### config.mk
export PLATFORM = sky130hd
export DESIGN_NAME = ghost_mode_ctrl
export DESIGN_NICKNAME = d
export VERILOG_FILES = /design/src/rtl/ghost_mode_ctrl.sv
export SDC_FILE = /design/constraint.sdc
export NUM_CORES = 1
export LEC_CHECK = 0
export ABC_CLOCK_PERIOD_IN_PS = 2260
export CAP_MARGIN = 20
export CORE_MARGIN = 1
export CORE_UTILIZATION = 50
export CTS_CLUSTER_DIAMETER = 50
export DETAILED_ROUTE_END_ITERATION = 6
export PLACE_DENSITY_LB_ADDON = 0.25
export REMOVE_ABC_BUFFERS = 1
export SYNTH_ARGS = -nofsm -noshare
export SYNTH_HDL_FRONTEND = slang
export SYNTH_SLANG_ARGS = --single-unit
export TNS_END_PERCENT = 10
### constraint.sdc
create_clock -name clk_i -period 2.26 [get_ports clk_i]
set_input_delay 0.339 -clock clk_i [delete_from_list [all_inputs] [get_ports clk_i]]
set_output_delay 0.339 -clock clk_i [all_outputs]
set_load 0.03 [all_outputs]
### src/rtl/ghost_mode_ctrl.sv
// ghost_mode_ctrl: frame-rate game-mode controller.
// Owns the scatter/chase schedule, the frightened timer with its flash
// warning, ordered ghost-eat scoring with a freeze per award, and the death
// freeze. One clock cycle is one video frame; every output is a register.
module ghost_mode_ctrl #(
  parameter int NUM_GHOSTS     = 4,
  parameter int FRIGHT_FRAMES  = 360,
  parameter int FLASH_FRAMES   = 120,
  parameter int PAUSE_FRAMES   = 60,
  parameter int DEATH_FRAMES   = 120,
  parameter int SCATTER_FRAMES = 420,
  parameter int CHASE_FRAMES   = 1200,
  parameter int NUM_PHASES     = 4,
  localparam int IW = $clog2(NUM_GHOSTS),
  localparam int PW = $clog2(2*NUM_PHASES+1)
) (
  input  logic                  clk_i,
  input  logic                  rst_ni,
  input  logic                  start_i,
  input  logic                  power_pellet_i,
  input  logic [NUM_GHOSTS-1:0] ghost_eaten_i,
  input  logic                  pacman_dead_i,
  output logic                  pause_o,
  output logic                  frightened_o,
  output logic                  flash_o,
  output logic                  chase_o,
  output logic [PW-1:0]         phase_o,
  output logic                  score_valid_o,
  output logic [15:0]           score_add_o,
  output logic [IW-1:0]         eaten_idx_o,
  output logic [IW-1:0]         eaten_id_o
);

  localparam int MODE_MAX = (SCATTER_FRAMES > CHASE_FRAMES) ? SCATTER_FRAMES : CHASE_FRAMES;
  localparam int AUX_MAX  = (PAUSE_FRAMES > DEATH_FRAMES) ? PAUSE_FRAMES : DEATH_FRAMES;
  localparam int MTW = $clog2(MODE_MAX + 1);
  localparam int FTW = $clog2(FRIGHT_FRAMES + 1);
  localparam int ATW = $clog2(AUX_MAX + 1);

  localparam logic [MTW-1:0] SCATTER_LOAD = MTW'(SCATTER_FRAMES);
  localparam logic [MTW-1:0] CHASE_LOAD   = MTW'(CHASE_FRAMES);
  localparam logic [FTW-1:0] FRIGHT_LOAD  = FTW'(FRIGHT_FRAMES);
  // Flash is judged on the post-decrement value, hence the +1.
  localparam logic [FTW-1:0] FLASH_EDGE   = FTW'(FLASH_FRAMES + 1);
  localparam logic [ATW-1:0] PAUSE_LOAD   = ATW'(PAUSE_FRAMES);
  localparam logic [ATW-1:0] DEATH_LOAD   = ATW'(DEATH_FRAMES);
  localparam logic [PW-1:0]  LAST_PHASE   = PW'(2*NUM_PHASES);
  localparam logic [IW-1:0]  ORD_MAX      = IW'(NUM_GHOSTS-1);
  localparam logic [15:0]    SCORE_BASE   = 16'd200;

  typedef enum logic [1:0] {
    S_IDLE,
    S_RUN,
    S_EAT_PAUSE,
    S_DEATH
  } state_e;

  state_e                state_q;
  logic [MTW-1:0]        mode_tmr_q;
  logic [FTW-1:0]        fright_tmr_q;
  logic [ATW-1:0]        aux_tmr_q;      // shared by eat pause and death freeze
  logic [PW-1:0]         phase_q;
  logic [NUM_GHOSTS-1:0] pending_q;
  logic [IW-1:0]         ordinal_q;
  logic                  frightened_q, flash_q, chase_q, pause_q, score_valid_q;
  logic [15:0]           score_add_q;
  logic [IW-1:0]         eaten_idx_q, eaten_id_q;

  logic                  eat_hit, dead_act, pellet_act, fright_now;
  logic [NUM_GHOSTS-1:0] pending_d, serve_mask;
  logic [IW-1:0]         ordinal_d, ordinal_inc, serve_id;
  logic                  serve_found, do_award;
  logic [PW-1:0]         phase_d;
  logic [15:0]           score_pts;

  // Event arbitration, pending-mask merge and lowest-index award selection.
  always_comb begin
    // NOTE: every combinational output gets a default up front so no path
    // leaves it unassigned, which would otherwise infer a latch.
    serve_found = 1'b0;
    serve_id    = '0;
    eat_hit     = frightened_q & (|ghost_eaten_i);
    dead_act    = (state_q == S_RUN) & pacman_dead_i & ~eat_hit;
    pellet_act  = (state_q == S_RUN) & power_pellet_i & ~dead_act;
    fright_now  = frightened_q | pellet_act;
    pending_d   = (pellet_act ? '0 : pending_q) | (fright_now ? ghost_eaten_i : '0);
    ordinal_d   = pellet_act ? '0 : ordinal_q;
    ordinal_inc = (ordinal_d == ORD_MAX) ? ordinal_d : ordinal_d + 1'b1;
    for (int i = NUM_GHOSTS-1; i >= 0; i--) begin
      if (pending_d[i]) begin
        serve_found = 1'b1;
        serve_id    = IW'(i);
      end
    end
    serve_mask = NUM_GHOSTS'(1) << serve_id;
    do_award   = serve_found &
                 (((state_q == S_RUN) & ~dead_act) |
                  ((state_q == S_EAT_PAUSE) & (aux_tmr_q <= ATW'(1))));
    phase_d    = phase_q + 1'b1;
    score_pts  = SCORE_BASE << ordinal_d;
  end

  // Mode FSM: schedule, fright timer, eat awards and freezes, all registered.
  always_ff @(posedge clk_i or negedge rst_ni) begin
    if (!rst_ni) begin
      state_q       <= S_IDLE;
      mode_tmr_q    <= '0;
      fright_tmr_q  <= '0;
      aux_tmr_q     <= '0;
      phase_q       <= '0;
      pending_q     <= '0;
      ordinal_q     <= '0;
      frightened_q  <= 1'b0;
      flash_q       <= 1'b0;
      chase_q       <= 1'b0;
      pause_q       <= 1'b1;
      score_valid_q <= 1'b0;
      score_add_q   <= '0;
      eaten_idx_q   <= '0;
      eaten_id_q    <= '0;
    end else begin
      // NOTE: state uses non-blocking assignments only; a later assignment
      // in this block deliberately overrides an earlier one (award, death).
      score_valid_q <= 1'b0;
      case (state_q)
        S_IDLE: begin
          if (start_i) begin
            state_q      <= S_RUN;
            pause_q      <= 1'b0;
            phase_q      <= '0;
            chase_q      <= 1'b0;
            mode_tmr_q   <= SCATTER_LOAD;
            fright_tmr_q <= '0;
            frightened_q <= 1'b0;
            flash_q      <= 1'b0;
            pending_q    <= '0;
            ordinal_q    <= '0;
          end
        end
        S_RUN: begin
          if (!frightened_q && (phase_q != LAST_PHASE)) begin
            if (mode_tmr_q <= MTW'(1)) begin
              phase_q    <= phase_d;
              chase_q    <= phase_d[0] | (phase_d == LAST_PHASE);
              mode_tmr_q <= (phase_d == LAST_PHASE) ? '0 :
                            (phase_d[0] ? CHASE_LOAD : SCATTER_LOAD);
            end else begin
              mode_tmr_q <= mode_tmr_q - 1'b1;
            end
          end
          if (pellet_act) begin
            fright_tmr_q <= FRIGHT_LOAD;
            frightened_q <= 1'b1;
            flash_q      <= 1'b0;
          end else if (fright_tmr_q != '0) begin
            fright_tmr_q <= fright_tmr_q - 1'b1;
            frightened_q <= (fright_tmr_q != FTW'(1));
            flash_q      <= (fright_tmr_q != FTW'(1)) && (fright_tmr_q <= FLASH_EDGE);
          end
          pending_q <= pending_d;
          ordinal_q <= ordinal_d;
          if (dead_act) begin
            state_q      <= S_DEATH;
            pause_q      <= 1'b1;
            aux_tmr_q    <= DEATH_LOAD;
            fright_tmr_q <= '0;
            frightened_q <= 1'b0;
            flash_q      <= 1'b0;
            pending_q    <= '0;
            ordinal_q    <= '0;
          end
        end
        S_EAT_PAUSE: begin
          pending_q <= pending_d;
          if (aux_tmr_q <= ATW'(1)) begin
            state_q <= S_RUN;
            pause_q <= 1'b0;
          end else begin
            aux_tmr_q <= aux_tmr_q - 1'b1;
          end
        end
        S_DEATH: begin
          if (aux_tmr_q <= ATW'(1)) begin
            state_q   <= S_IDLE;
            aux_tmr_q <= '0;
          end else begin
            aux_tmr_q <= aux_tmr_q - 1'b1;
          end
        end
        default: begin
          state_q <= S_IDLE;
          pause_q <= 1'b1;
        end
      endcase
      if (do_award) begin
        state_q       <= S_EAT_PAUSE;
        pause_q       <= 1'b1;
        aux_tmr_q     <= PAUSE_LOAD;
        score_valid_q <= 1'b1;
        score_add_q   <= score_pts;
        eaten_idx_q   <= ordinal_d;
        eaten_id_q    <= serve_id;
        ordinal_q     <= ordinal_inc;
        pending_q     <= pending_d & ~serve_mask;
      end
    end
  end

  assign pause_o       = pause_q;
  assign frightened_o  = frightened_q;
  assign flash_o       = flash_q;
  assign chase_o       = chase_q;
  assign phase_o       = phase_q;
  assign score_valid_o = score_valid_q;
  assign score_add_o   = score_add_q;
  assign eaten_idx_o   = eaten_idx_q;
  assign eaten_id_o    = eaten_id_q;

endmodule

# Word level (Yosys, flattened, before mapping)
# Cells that the tools add are included.
[totals]
in_bits = 9
output_inout_bits = 29
register_bits = 64
word_cells = 137
[op_classes]
magnitude_cmp = 3
n_bitwise = 16
muxes = 62
shift = 2
eq_ne = 16
addsub = 5
n_reduce_logical = 18
[op_table]
columns = ["operator", "n"]
rows = [
  ["two-way mux 11 bit", 5],
  ["two-way mux 9 bit", 4],
  ["two-way mux 2 bit", 14],
  ["two-way mux 4 bit", 7],
  ["two-way mux 7 bit", 4],
  ["one-hot mux 11 bit (2 select lines)", 1],
  ["one-hot mux 7 bit (3 select lines)", 1],
  ["one-hot mux 9 bit (2 select lines)", 1],
  ["two-way mux 1 bit", 17],
  ["left shift 8 x 2 -> 16 bit, first input constant", 1],
  ["!= test 3 bit, second input constant", 4],
  ["one-hot mux 4 bit (3 select lines)", 1],
  ["AND reduction 4 bit", 3],
  ["<= comparator 11 x 1 -> 1 bit, second input constant", 1],
  ["subtractor 11 x 1 -> 11 bit, second input constant", 1],
  ["<= comparator 9 x 7 -> 1 bit, second input constant", 1],
  ["!= test 9 x 1 -> 1 bit, second input constant", 1],
  ["AND reduction 3 bit", 3],
  ["nonzero test 9 bit", 1],
  ["subtractor 9 x 1 -> 9 bit, second input constant", 1],
  ["AND 1 bit", 8],
  ["one-hot mux 2 bit (4 select lines)", 1],
  ["one-hot mux 4 bit (2 select lines)", 1],
  ["nonzero test 4 bit", 2],
  ["28 further kinds", 38],
]

# Depth between registers and ports, before layout
[depth]
depth_word = 17
depth_mapped = 10

# Worst setup path after synthesis
# No wires, ideal clock.
[synth_path]
kind = "flip-flop to flip-flop"
from = "reg state_q[1]"
to = "reg state_q[1]"
path_stages_with_launch = 10
n_path_buf = 1
arrival_ns = 2.007
synth_period_minus_slack_ns = 2.129
setup_slack_ns = 0.131
cell_sequence = "dfrtp_1 inv_1 ha_1 buf_2 and3b_1 o21bai_1 o2bb2ai_4 inv_2 or3_1 o22a_1"
[synth_via]
elab_chain_len = 15
[synth_lines]
columns = ["element", "line", "source"]
rows = [
  ["start: declaration", "58", "state_e state_q;"],
  ["start signal: assignment", "106", "state_q <= S_IDLE;"],
  ["start signal: assignment", "128", "state_q <= S_RUN;"],
  ["start signal: assignment", "163", "state_q <= S_DEATH;"],
  ["equality test 2 x 1 -> 1 bit", "83, 84, 97", ""],
  ["AND 1 bit (2 in series)", "83", "dead_act = (state_q == S_RUN) & pacman_dead_i & ~eat_hit;"],
  ["inverter 1 bit", "84, 97", ""],
  ["AND 1 bit", "84", "pellet_act = (state_q == S_RUN) & power_pellet_i & ~dead_act;"],
  ["bitwise OR 1 bit", "85", "fright_now = frightened_q | pellet_act;"],
  ["two-way mux 4 bit", "86", "pending_d = (pellet_act ? '0 : pending_q) | (fright_now ? ghost_eaten_i : '0);"],
  ["bitwise OR 4 bit", "86", ""],
  ["two-way mux 1 bit (4 in series)", "90", "if (pending_d[i]) begin"],
  ["AND 1 bit (*)", "96", "do_award = serve_found &"],
  ["via do_award", "72", "logic serve_found, do_award;"],
  ["!= test 3 bit (no source line) / != test 3 x 2 -> 1 bit (equally long branches)", "--", ""],
  ["AND reduction 4 bit (no source line)", "--", ""],
]
# The timed path passes the listed nets; every way through them passes the cells marked *.
# A chain may end at the register's enable or synchronous reset.

# Worst setup path in the final report
[layout_path]
from = "in ghost_eaten_i[0]"
to = "reg aux_tmr_q[4]"
[layout_via]
elab_chain_len = 16
[layout_lines]
columns = ["element", "line", "source"]
rows = [
  ["start: declaration", "21", "input logic [NUM_GHOSTS-1:0] ghost_eaten_i,"],
  ["OR reduction 4 bit", "82", "eat_hit = frightened_q & (|ghost_eaten_i);"],
  ["AND 1 bit", "82", ""],
  ["inverter 1 bit", "83", ""],
  ["AND 1 bit", "83", ""],
  ["inverter 1 bit", "84, 97", ""],
  ["AND 1 bit", "84", ""],
  ["bitwise OR 1 bit", "85", ""],
  ["two-way mux 4 bit", "86", ""],
  ["bitwise OR 4 bit", "86", ""],
  ["two-way mux 1 bit (4 in series)", "90", ""],
  ["AND 1 bit", "96", ""],
  ["!= test 3 bit (no source line) / nonzero test 4 bit (equally long branches)", "--", ""],
  ["AND reduction 3 bit (no source line)", "--", ""],
  ["end signal: assignment", "179", "aux_tmr_q <= aux_tmr_q - 1'b1;"],
  ["end signal: assignment", "187", "aux_tmr_q <= aux_tmr_q - 1'b1;"],
  ["end: declaration", "61", "logic [ATW-1:0] aux_tmr_q;"],
]
# Several ways; a longest one is shown, not always the timed one.

==> metrics.md <==
| Metric | Value |
|---|---|
| CP Capture Type | `flop` |
| First-pass GRT wire length | `13600 um` |
| Yosys Warn Count | `0` |
| Clock group share of total power | `12.0%` |
| DRC viols | `2` |
| Status | `finished with violations` |
| Final Hold Vio Count | `2` |
| Die width | `84.0 um` |
| Worst endpoint data arrival time | `2400 ps` |
| Sink Count | `55` |
| Cell Int Power | `0.00318 W` |
| Pre-CTS WS | `-217 ps` |
| Initial antenna violation count | `0` |
| CTS clk-pin slew, worst paths | `100 ps` |
| EDFF count, synth | `0` |
| Vias in the first global route | `2909` |
| Worst-margin pin slew | `555 ps` |
| Post-synthesis cell count | `374` |
| Area Growth Syn to Fin | `25.5%` |
| Seq/Total Area, Yosys | `41.0%` |
| Max clock buf depth | `2` |
| Num CTS Buffers | `5` |
| Crit path max-delay cell type | `o41ai_4` |
| Synthesized flop and latch total | `55` |
| Vias per Instance | `5.72` |
| Gr usage total | `23.7%` |
| DP HPWL | `5890 um` |
| Hold_buf cts | `0` |
| Initial Utilization | `52.4%` |
| Placed Area | `4090 um^2` |
| Avg Inst Size Synth | `8.99 um^2` |
| Mapped Area | `3360 um^2` |
| DIE AREA | `7060 um^2` |
| Largest stage delay, worst path | `510 ps` |
| Max_cap viols | `0` |
| PwrDens | `1340 nW/um^2` |
| Reg power frac | `28.2%` |
| Crit share post-route | `97.3%` |
| Crit-path cells | `clkdlybuf4s50_1 > o41ai_4 > a21oi_1 > o22ai_1 > o31a_1 > buf_4 > o21ai_0 > a22o_1` |
| NetSw | `0.00248 W` |
| CTS tree | `done` |
| Failing checks | `DRC, hold timing` |
| Startpoint class of the critical path | `primary input` |
| Ys flop type | `dfrtp_1` |
| Setup WS post-layout | `61.0 ps` |
| Fmax | `455 MHz` |
| Rel. slew slack | `63.0%` |
| Async SR Flop Fraction | `100%` |
| Via Count | `3035` |
| Combinational power share | `59.8%` |
| Drt total wl | `7830 um` |
| Clock Skew | `19.2 ps` |
| VDD IR-drop max | `0.781 mV` |
| Hold Slack | `-1.77 ps` |
| Clock Latency Late Sink | `320 ps` |
| Switching share of power | `43.8%` |
| N_diodes | `0` |
| IO Count | `38` |
| Data required time at the worst endpoint | `2460 ps` |
| Leak Pwr | `1.92 nW` |
| Buffers on Ports | `29` |
| Depth of the CTS H-tree | `2` |
| Final instance area | `4220 um^2` |
| Core area | `6420 um^2` |
| Largest net degree at the start of global routing | `34` |
| Worst-path fanout max | `9` |
| Fin. max-slew vios | `0` |
| CTS Root Cell | `clkbuf_8` |
| Rows | `29` |
| GRT overflow | `0` |
| GP Congestion | `0.951` |
| Layout Utilization | `65.7%` |
| Post-Route Setup TNS | `0 ps` |
| Layout cell share with drive strength beyond 1 | `18.5%` |
| DR pass1 iterations | `6` |
| RSZ-0062 raised after global routing | `true` |
| Unique masters post-synth | `60` |
| Fillers | `531` |
| Final min period | `2200 ps` |
| Setup violators final | `0` |
| Min-delay worst type | `primary input to async pin` |
| Routed Antenna Nets | `0` |
| Nets | `480` |
| DR WL/cell | `14.7 um` |
| WS Path Type | `primary input to flop` |
| Initial DRC count | `136` |
| Die Ht | `84.0 um` |
[cells in the final DEF, fill, tap and decap left out, types with 6 or more instances in the layout]
cell type | netlist | routed
o21ai_0 | 27 | 27
o31ai_1 | 6 | 6
a21oi_1 | 14 | 14
o21a_1 | 6 | 6
buf_4 | 9 | 54
nor3_1 | 12 | 12
a21o_1 | 10 | 10
clkdlybuf4s50_1 | 0 | 28
inv_1 | 18 | 18
nand3_1 | 10 | 10
dfrtp_1 | 54 | 54
o22ai_1 | 7 | 7
nand2_1 | 50 | 50
a22o_1 | 8 | 8
nor2_1 | 34 | 34
conb_1 | 1 | 8
ha_1 | 18 | 17
[state kept, by name, indices dropped and copies added, names as in the netlist, 2 cells and up]
| name | cells |
|---|---|
| mode_tmr_q | 11 |
| eaten_id_o | 2 |
| score_add_o | 8 |
| aux_tmr_q | 7 |
| pending_q | 4 |
| fright_tmr_q | 9 |
| phase_o | 4 |
| ordinal_q | 2 |
| state_q | 2 |
[routing by layer]
metal  up-vias  share of wire [%]  routed length (um)  track usage [%]
li1       1498                  -                   -                -
met1      1465                 48                3770             32.6
met2        62                 48                3730             39.7
met3        10                3.0                 235             3.26
met4         0                1.1                  90             5.49
met5         -                  0                   0                0
[path summary, 6_finish.rpt]
kind                                            start                    endpoint  slack [ps]  cells after the start
setup / recovery                     ghost_eaten_i[0]    aux_tmr_q[4]$_DFFE_PN0P_          60                      8
hold / removal                                 rst_ni   mode_tmr_q[6]$_DFFE_PN0P_          -2                      1
setup reg to reg               state_q[0]$_DFFE_PN0P_    pending_q[1]$_DFFE_PN0P_         150                      8
hold reg to reg            score_add_o[3]$_DFFE_PN0P_  score_add_o[3]$_DFFE_PN0P_         490                      2
max in group asynchronous                      rst_ni         pause_o$_DFFE_PN1P_        1640                      2
min in group clk_i         score_add_o[3]$_DFFE_PN0P_  score_add_o[3]$_DFFE_PN0P_         490                      2
[per-stage QoR]
step | total power (W) | instances | hold slack, ps
after global placement | 0.00484 | 523 | 354
after CTS | 0.00565 | 531 | 14.6
after floorplan | 0.00360 | 362 | 43.4
after global routing | 0.00610 | 531 | 37.7
final | 0.00566 | 531 | -1.77
after detailed placement | 0.00495 | 523 | 355
[cells by family (layout without fill, tap and decap cells)]
group,Yosys count,in the layout,synth area share (%)
buf+inv,38,111,5.36
simple gates,135,135,18.7
xor+xnor,4,4,1.04
fa+ha+maj,18,18,6.70
flops,55,55,41.0
mux,2,2,0.632
compound gates,121,121,26.5
other cells,1,8,0.112
[final cells by class]
type / count / area (um^2) / area share (%)
Timing Repair Buffer: 84 / 711 / 16.8
Clock inverter: 3 / 47.5 / 1.13
Tap cell: 77 / 96.3 / 2.28
Multi-Input combinational cell: 288 / 1850 / 43.8
Sequential cell: 55 / 1380 / 32.6
Inverter: 19 / 71.3 / 1.69
Clock buffer: 5 / 68.8 / 1.63
[power groups by stage]
stage               Clock, W  Sequential [W]  Combinational [W]
global route        0.000729         0.00165            0.00372
detailed placement         0         0.00161            0.00334
floorplan                  0         0.00180            0.00180
global placement           0         0.00160            0.00325
CTS                 0.000692         0.00159            0.00336
finish              0.000679         0.00160            0.00338
[repair_timing]
item | CTS | global route
buffers inserted | 0 | 0
endpoints found under the setup margin | 0 | 11
gates resized for setup | 0 | 4
[worst max-delay path, delay by kind of cell]
family | cells | cell delay [ps]
AOI/OAI and AO/OA | 6 | 1400
buffers and inverters | 2 | 660
[synthesized netlist by cell type, types with 2 or more instances]
| cell type | count | area share, % |
|---|---|---|
| dfrtp_1 | 54 | 40 |
| nand2_1 | 50 | 5.6 |
| nor2_1 | 34 | 3.8 |
| o21ai_0 | 27 | 4.0 |
| ha_1 | 18 | 6.7 |
| inv_1 | 18 | 2.0 |
| a21oi_1 | 14 | 2.1 |
| nor3_1 | 12 | 1.8 |
| a21o_1 | 10 | 2.2 |
| nand3_1 | 10 | 1.5 |
| buf_4 | 9 | 2.0 |
| a22o_1 | 8 | 2.1 |
| clkbuf_1 | 7 | 0.78 |
| o22ai_1 | 7 | 1.3 |
| o21a_1 | 6 | 1.3 |
| o31ai_1 | 6 | 1.3 |
| a31oi_1 | 5 | 0.93 |
| o22a_1 | 5 | 1.3 |
| a22oi_1 | 4 | 0.89 |
| nand4_1 | 4 | 0.74 |
| nor3b_1 | 4 | 0.89 |
| o41ai_1 | 4 | 1.0 |
| a21oi_2 | 3 | 0.78 |
| buf_2 | 3 | 0.45 |
| nand2b_1 | 3 | 0.56 |
| o21bai_1 | 3 | 0.67 |
| o221a_2 | 3 | 1.0 |
| or3_1 | 3 | 0.56 |
| nand3b_1 | 2 | 0.45 |
| nor2b_1 | 2 | 0.37 |
| o2111ai_1 | 2 | 0.52 |
| o2bb2ai_1 | 2 | 0.52 |
| or3b_2 | 2 | 0.52 |
| or4_1 | 2 | 0.45 |
| xnor2_1 | 2 | 0.52 |
| xor2_1 | 2 | 0.52 |
Power figures use the tool's default switching activity.
